File: config.mk
export PLATFORM = sky130hd
export DESIGN_NAME = demux_deserializer
export DESIGN_NICKNAME = d
export VERILOG_FILES = /design/src/rtl/demux_deserializer.sv
export SDC_FILE = /design/constraint.sdc
export NUM_CORES = 1
export LEC_CHECK = 0
export ABC_AREA = 0
export CORE_MARGIN = 2
export CORE_UTILIZATION = 47
export DETAILED_ROUTE_END_ITERATION = 16
export GPL_ROUTABILITY_DRIVEN = 0
export PLACE_DENSITY = 0.79
export SYNTH_ARGS = -nofsm -noshare
export SYNTH_HDL_FRONTEND = slang
export SYNTH_SLANG_ARGS = --single-unit
File: constraint.sdc
create_clock -name clk -period 1.4 [get_ports clk]
set_input_delay 0.28 -clock clk [delete_from_list [all_inputs] [get_ports clk]]
set_output_delay 0.28 -clock clk [all_outputs]
set_load 0.1 [all_outputs]
File: src/rtl/demux_deserializer.sv
// Serial-to-parallel lane demultiplexer: steers each accepted bit to the lane
// named by an internal counter and hands the rebuilt word over valid/ready.
module demux_deserializer #(
  parameter int unsigned LANES = 16,
  parameter int unsigned SELW  = 4
) (
  input  logic             clk,
  input  logic             rst_n,
  input  logic             in_bit,
  input  logic             in_valid,
  output logic             in_ready,
  input  logic             frame_start,
  output logic [SELW-1:0]  lane_idx,
  output logic [LANES-1:0] out_word,
  output logic             out_valid,
  input  logic             out_ready,
  output logic             frame_err
);

  typedef enum logic {
    IDLE,
    FILL
  } state_t;

  localparam logic [SELW-1:0] LAST_IDX = SELW'(LANES - 1);

  state_t           state, state_nxt;
  logic [SELW-1:0]  idx, idx_nxt;
  logic [LANES-1:0] shadow, shadow_nxt;
  logic [LANES-1:0] word_nxt;
  logic             valid_nxt;
  logic             err_nxt;
  logic             at_last;
  logic             accept;

  assign at_last  = (idx == LAST_IDX);
  assign lane_idx = idx;

  // State register, including the datapath registers it governs.
  always_ff @(posedge clk) begin
    if (!rst_n) begin
      state     <= IDLE;
      idx       <= '0;
      shadow    <= '0;
      out_word  <= '0;
      out_valid <= 1'b0;
      frame_err <= 1'b0;
    end else begin
      state     <= state_nxt;
      idx       <= idx_nxt;
      shadow    <= shadow_nxt;
      out_word  <= word_nxt;
      out_valid <= valid_nxt;
      frame_err <= err_nxt;
    end
  end

  // Next-state logic: frame_start always restarts a word, a completing bit
  // returns to IDLE, any other accepted bit leaves the word partially filled.
  always_comb begin
    state_nxt = state;
    if (accept) begin
      if (frame_start) begin
        state_nxt = FILL;
      end else if (at_last) begin
        state_nxt = IDLE;
      end else begin
        state_nxt = FILL;
      end
    end
  end

  // Output and datapath logic.
  always_comb begin
    in_ready   = !(at_last && out_valid && !out_ready);
    accept     = in_valid && in_ready;
    idx_nxt    = idx;
    shadow_nxt = shadow;
    word_nxt   = out_word;
    valid_nxt  = out_valid;
    err_nxt    = 1'b0;

    if (out_valid && out_ready) begin
      valid_nxt = 1'b0;
    end

    if (accept) begin
      if (frame_start) begin
        shadow_nxt    = '0;
        shadow_nxt[0] = in_bit;
        idx_nxt       = SELW'(1);
        err_nxt       = (state == FILL);
      end else if (at_last) begin
        // A completing bit may coincide with the consume; the new word wins.
        word_nxt            = shadow;
        word_nxt[LANES-1]   = in_bit;
        valid_nxt           = 1'b1;
        idx_nxt             = '0;
        shadow_nxt          = '0;
      end else begin
        shadow_nxt[idx] = in_bit;
        idx_nxt         = idx + SELW'(1);
      end
    end
  end

endmodule
==> results.py <==
metrics = {
    "layout": {
        "fill_cells": 210,
        "final_layout_size_suffix_gt1_frac": 0.398,
        "area_growth_syn_to_layout_pct": 60.7,
        "post_layout_nonfiller_instances": 317,
        "antenna_cells": 0,
        "fin_nets": 278,
    },
    "critical_path": {
        "register_to_register_path_setup_slack_ns": -0.14,
        "cp_max_fo": 19,
        "critPathRequiredTime_ns": 1.62,
        "worst_reg_to_reg_cells": 8,
        "crit_path_end_kind": "flop",
        "critical_path.startpoint_type": "flop",
        "worstSetupStartpoint": "lane_idx[0]",
        "worst-endpoint-arrival_ns": 1.76,
        "worst_path_class_setup": "flop to flop",
        "crit-reg2reg-capture": "out_word[6]",
        "worst_r2r_startpoint": "lane_idx[0]",
        "worstSetupEndpoint": "out_word[6]",
    },
    "synthesis": {
        "synthesis.yosys.warnings": 0,
        "synth_top_cells_by_area": "dfxtp_1 42%, nand2_1 9.1%, a21oi_1 7.7%, o211ai_1 4.5%, o21ai_0 3.9%",
        "synth.net_count": 226,
        "yosys_register_bits": 38,
        "synth-simple-area-share": 0.193,
        "ys_seq_area_frac": 0.419,
        "yosysTopAreaCell": "dfxtp_1",
        "synth_compound_gate_area_share": 0.247,
        "yosys-mux-area-fraction": 0.0427,
        "avgSynthCellArea_um2": 8.41,
        "synth_cell_types": 39,
        "largest_family_of_logic_cells_by_synthesized_area": "compound AO/OA/AOI/OAI gates",
        "synth_top_area_share": 0.419,
        "synth_xor_area_frac": 0.00482,
        "synthAdderAreaFrac": 0.0276,
        "postSynthCellCount": 216,
        "synth_area_mm2": 0.00182,
    },
    "clock_network": {
        "htree_levels": 2,
        "clkLatencyLatePin_ns": 0.29,
        "cts.sink_count": 38,
        "holdBufCountCts": 0,
        "tritoncts": "built",
        "cts_buffer_depth": 2,
        "cts_buffers": 5,
        "worst_setup_hold_path_clk_slew_ns": 0.07,
        "clock-root-buffer": "clkbuf_8",
    },
    "sta": {
        "max_slew.worst_pin.slew_ns": 0.376,
        "fin_crit_period_ns": 1.54,
        "final.setup.worst_slack_ns": -0.145,
        "setup-violations-final": 35,
        "fin_crit_sh": 1.10,
        "max_fclk_mhz": 647,
        "max_slew_margin": 0.749,
        "fin_skew_ns": 0.0101,
        "finalHoldViolCount": 0,
        "final-max-slew-violation-count": 0,
        "tns_ns": -2.37,
        "unrepaired_setup_endpoints_after_global_routing": "yes",
    },
    "drt": {
        "drt_first_pass_iters": 4,
        "totalWireLength_mm": 5.69,
        "drc": 0,
        "vias": 1897,
        "route.detailed.vias_per_inst": 5.98,
        "number_of_drc_violations_after_detailed_routing_iteration_0": 146,
        "routedWlPerCell_um": 17.9,
        "postRouteAntennaNets": 0,
    },
    "floorplan": {
        "num_io_pins": 29,
        "floorplan.initialDensity": 0.492,
        "die_h_um": 66.2,
        "core-area_mm2": 0.00369,
        "num_rows": 22,
        "fp.dieW_um": 66.2,
        "die-area_mm2": 0.00438,
    },
    "global_route": {
        "first_global_vias": 1633,
        "number_of_antenna_violations_at_the_first_check_in_global_routing": 0,
        "track_usage": 0.228,
        "gr-total-overflow": 0,
        "grt_pass1_wl_mm": 7.65,
        "grt_start_max_net_pins": 20,
    },
    "place": {
        "post-dp-hpwl_mm": 3.19,
        "io_buffers": 28,
        "placedCellCount": 298,
    },
    "power": {
        "peakVddDrop_uv": 560,
        "cellLeakagePower_uw": 0.00104,
        "cellPowerDensity_mw_per_mm2": 730,
    },
    "outcome": {
        "violated_checks": "negative setup slack",
        "run_status": "finished with violations",
    },
    "flow_run": {
        "maxCapViolations": 0,
    },
    "worst_hold_path": {
        "worst_hold_class": "flop to flop",
    },
}
[cells in the mapped netlist]
cell and instances:
o21ai_4 1, a22oi_1 1, and3_1 2, a31oi_1 2, clkinv_1 1, mux2_2 6
a21boi_0 1, nor2_1 8, a21oi_2 5, nor3_4 1, o211ai_1 11, and2_1 1
a211oi_1 4, buf_6 3, nor4_1 1, a21boi_2 1, a21oi_1 28, buf_4 3
inv_1 4, mux2i_1 1, nand3_4 1, dfxtp_1 38, nor2b_1 2, buf_2 5
o21ai_0 14, xnor2_1 1, nand4_1 1, a41oi_1 1, a311oi_1 1, nand2b_1 2
nor3_1 1, nand3_1 6, or2_2 2, a41o_1 1, ha_1 4, nand3_2 1
clkbuf_1 5, nand2_1 44, and2b_1 1
[routing by layer]
layer / vias to the layer above / global-route usage / wire length (µm)
li1: 861 / - / -
met1: 883 / 0.279 / 2110
met2: 128 / 0.390 / 2860
met3: 25 / 0.0647 / 515
met4: 0 / 0.0638 / 201
met5: - / 0 / 0
[worst min-delay path by stage]
stage	to	cells after the start	start	slack, ns
after floorplan	out_word[15]	2	in_bit	0.42
after global placement	out_word[14]	2	shadow[14]	0.44
after detailed placement	out_word[13]	2	shadow[13]	0.45
after CTS	out_word[2]	2	shadow[2]	0.46
after global routing	out_word[0]	2	shadow[0]	0.49
final	out_word[8]	2	shadow[8]	0.47
[cells by family after synthesis]
kind of cell	Yosys count
AOI/OAI and AO/OA	71
DFF	38
adders and majority gates	4
muxes	7
buffers and inverters	21
xor gates and xnor gates	1
and+or+nand+nor	74
[flip-flops by register name, indices dropped and copies added (netlist names)]
name       count
out_word      16
lane_idx       4
state          1
shadow        15
out_valid      1
frame_err      1
[through the flow]
stage          power (µW)   util  area [µm²]  worst slack [ns]  hold slack [ns]
2_1_floorplan        1260      -        1900            -0.175            0.423
3_3_place_gp         1360  0.699        2580            -0.279            0.440
3_5_place_dp         1360  0.699        2580            -0.349            0.454
4_1_cts              2080  0.728        2690            -0.130            0.464
5_1_grt              2220  0.791        2920            -0.201            0.485
6_report             2130  0.791        2920            -0.145            0.472
[cell usage in the layout (no fill, tap or decap), drive strengths merged, types with 2 or more instances in the layout]
| cell | n |
|---|---|
| clkdlybuf4s50 | 5 |
| a31oi | 2 |
| buf | 53 |
| ha | 4 |
| nor3 | 2 |
| mux2 | 6 |
| nor2 | 8 |
| nand2 | 44 |
| a21oi | 33 |
| o211ai | 11 |
| and3 | 2 |
| or2 | 2 |
| nor2b | 2 |
| a211oi | 4 |
| inv | 4 |
| dfxtp | 38 |
| nand2b | 2 |
| clkinv | 3 |
| o21ai | 15 |
| clkbuf | 8 |
| a21boi | 2 |
| nand3 | 9 |
[where the power goes]
group | total [µW] | switching, µW | internal [µW]
clock | 718 | 373 | 345
combinational | 320 | 176 | 144
sequential | 1090 | 8.43 | 1080
[cell type report]
class                      instances  area [µm²]  area share
multi-input combinational        158        1100       0.377
timing repair buffer              60         872       0.299
sequential                        38         779       0.267
clock buffer                       6        72.6      0.0249
tap                               48        60.1      0.0206
inverter                           5        23.8     0.00815
clock inverter                     2        10.0     0.00343
[critical path: stages, from the launching register on]
cell and delay, ns:
dfxtp_4 0.37, ha_4 0.14, buf_8 0.16, nand3_4 0.11, nor3_4 0.15, buf_4 0.17, clkbuf_16 0.15, nand2_1 0.08
a21oi_2 0.14
[timing repair]
item	in CTS	in global routing
resized for setup	8	32
buffers inserted	5	5
gates cloned	0	3
endpoints found under the setup margin	14	40
pin swaps	6	18
No activity file was read; power rests on OpenSTA's default activity.
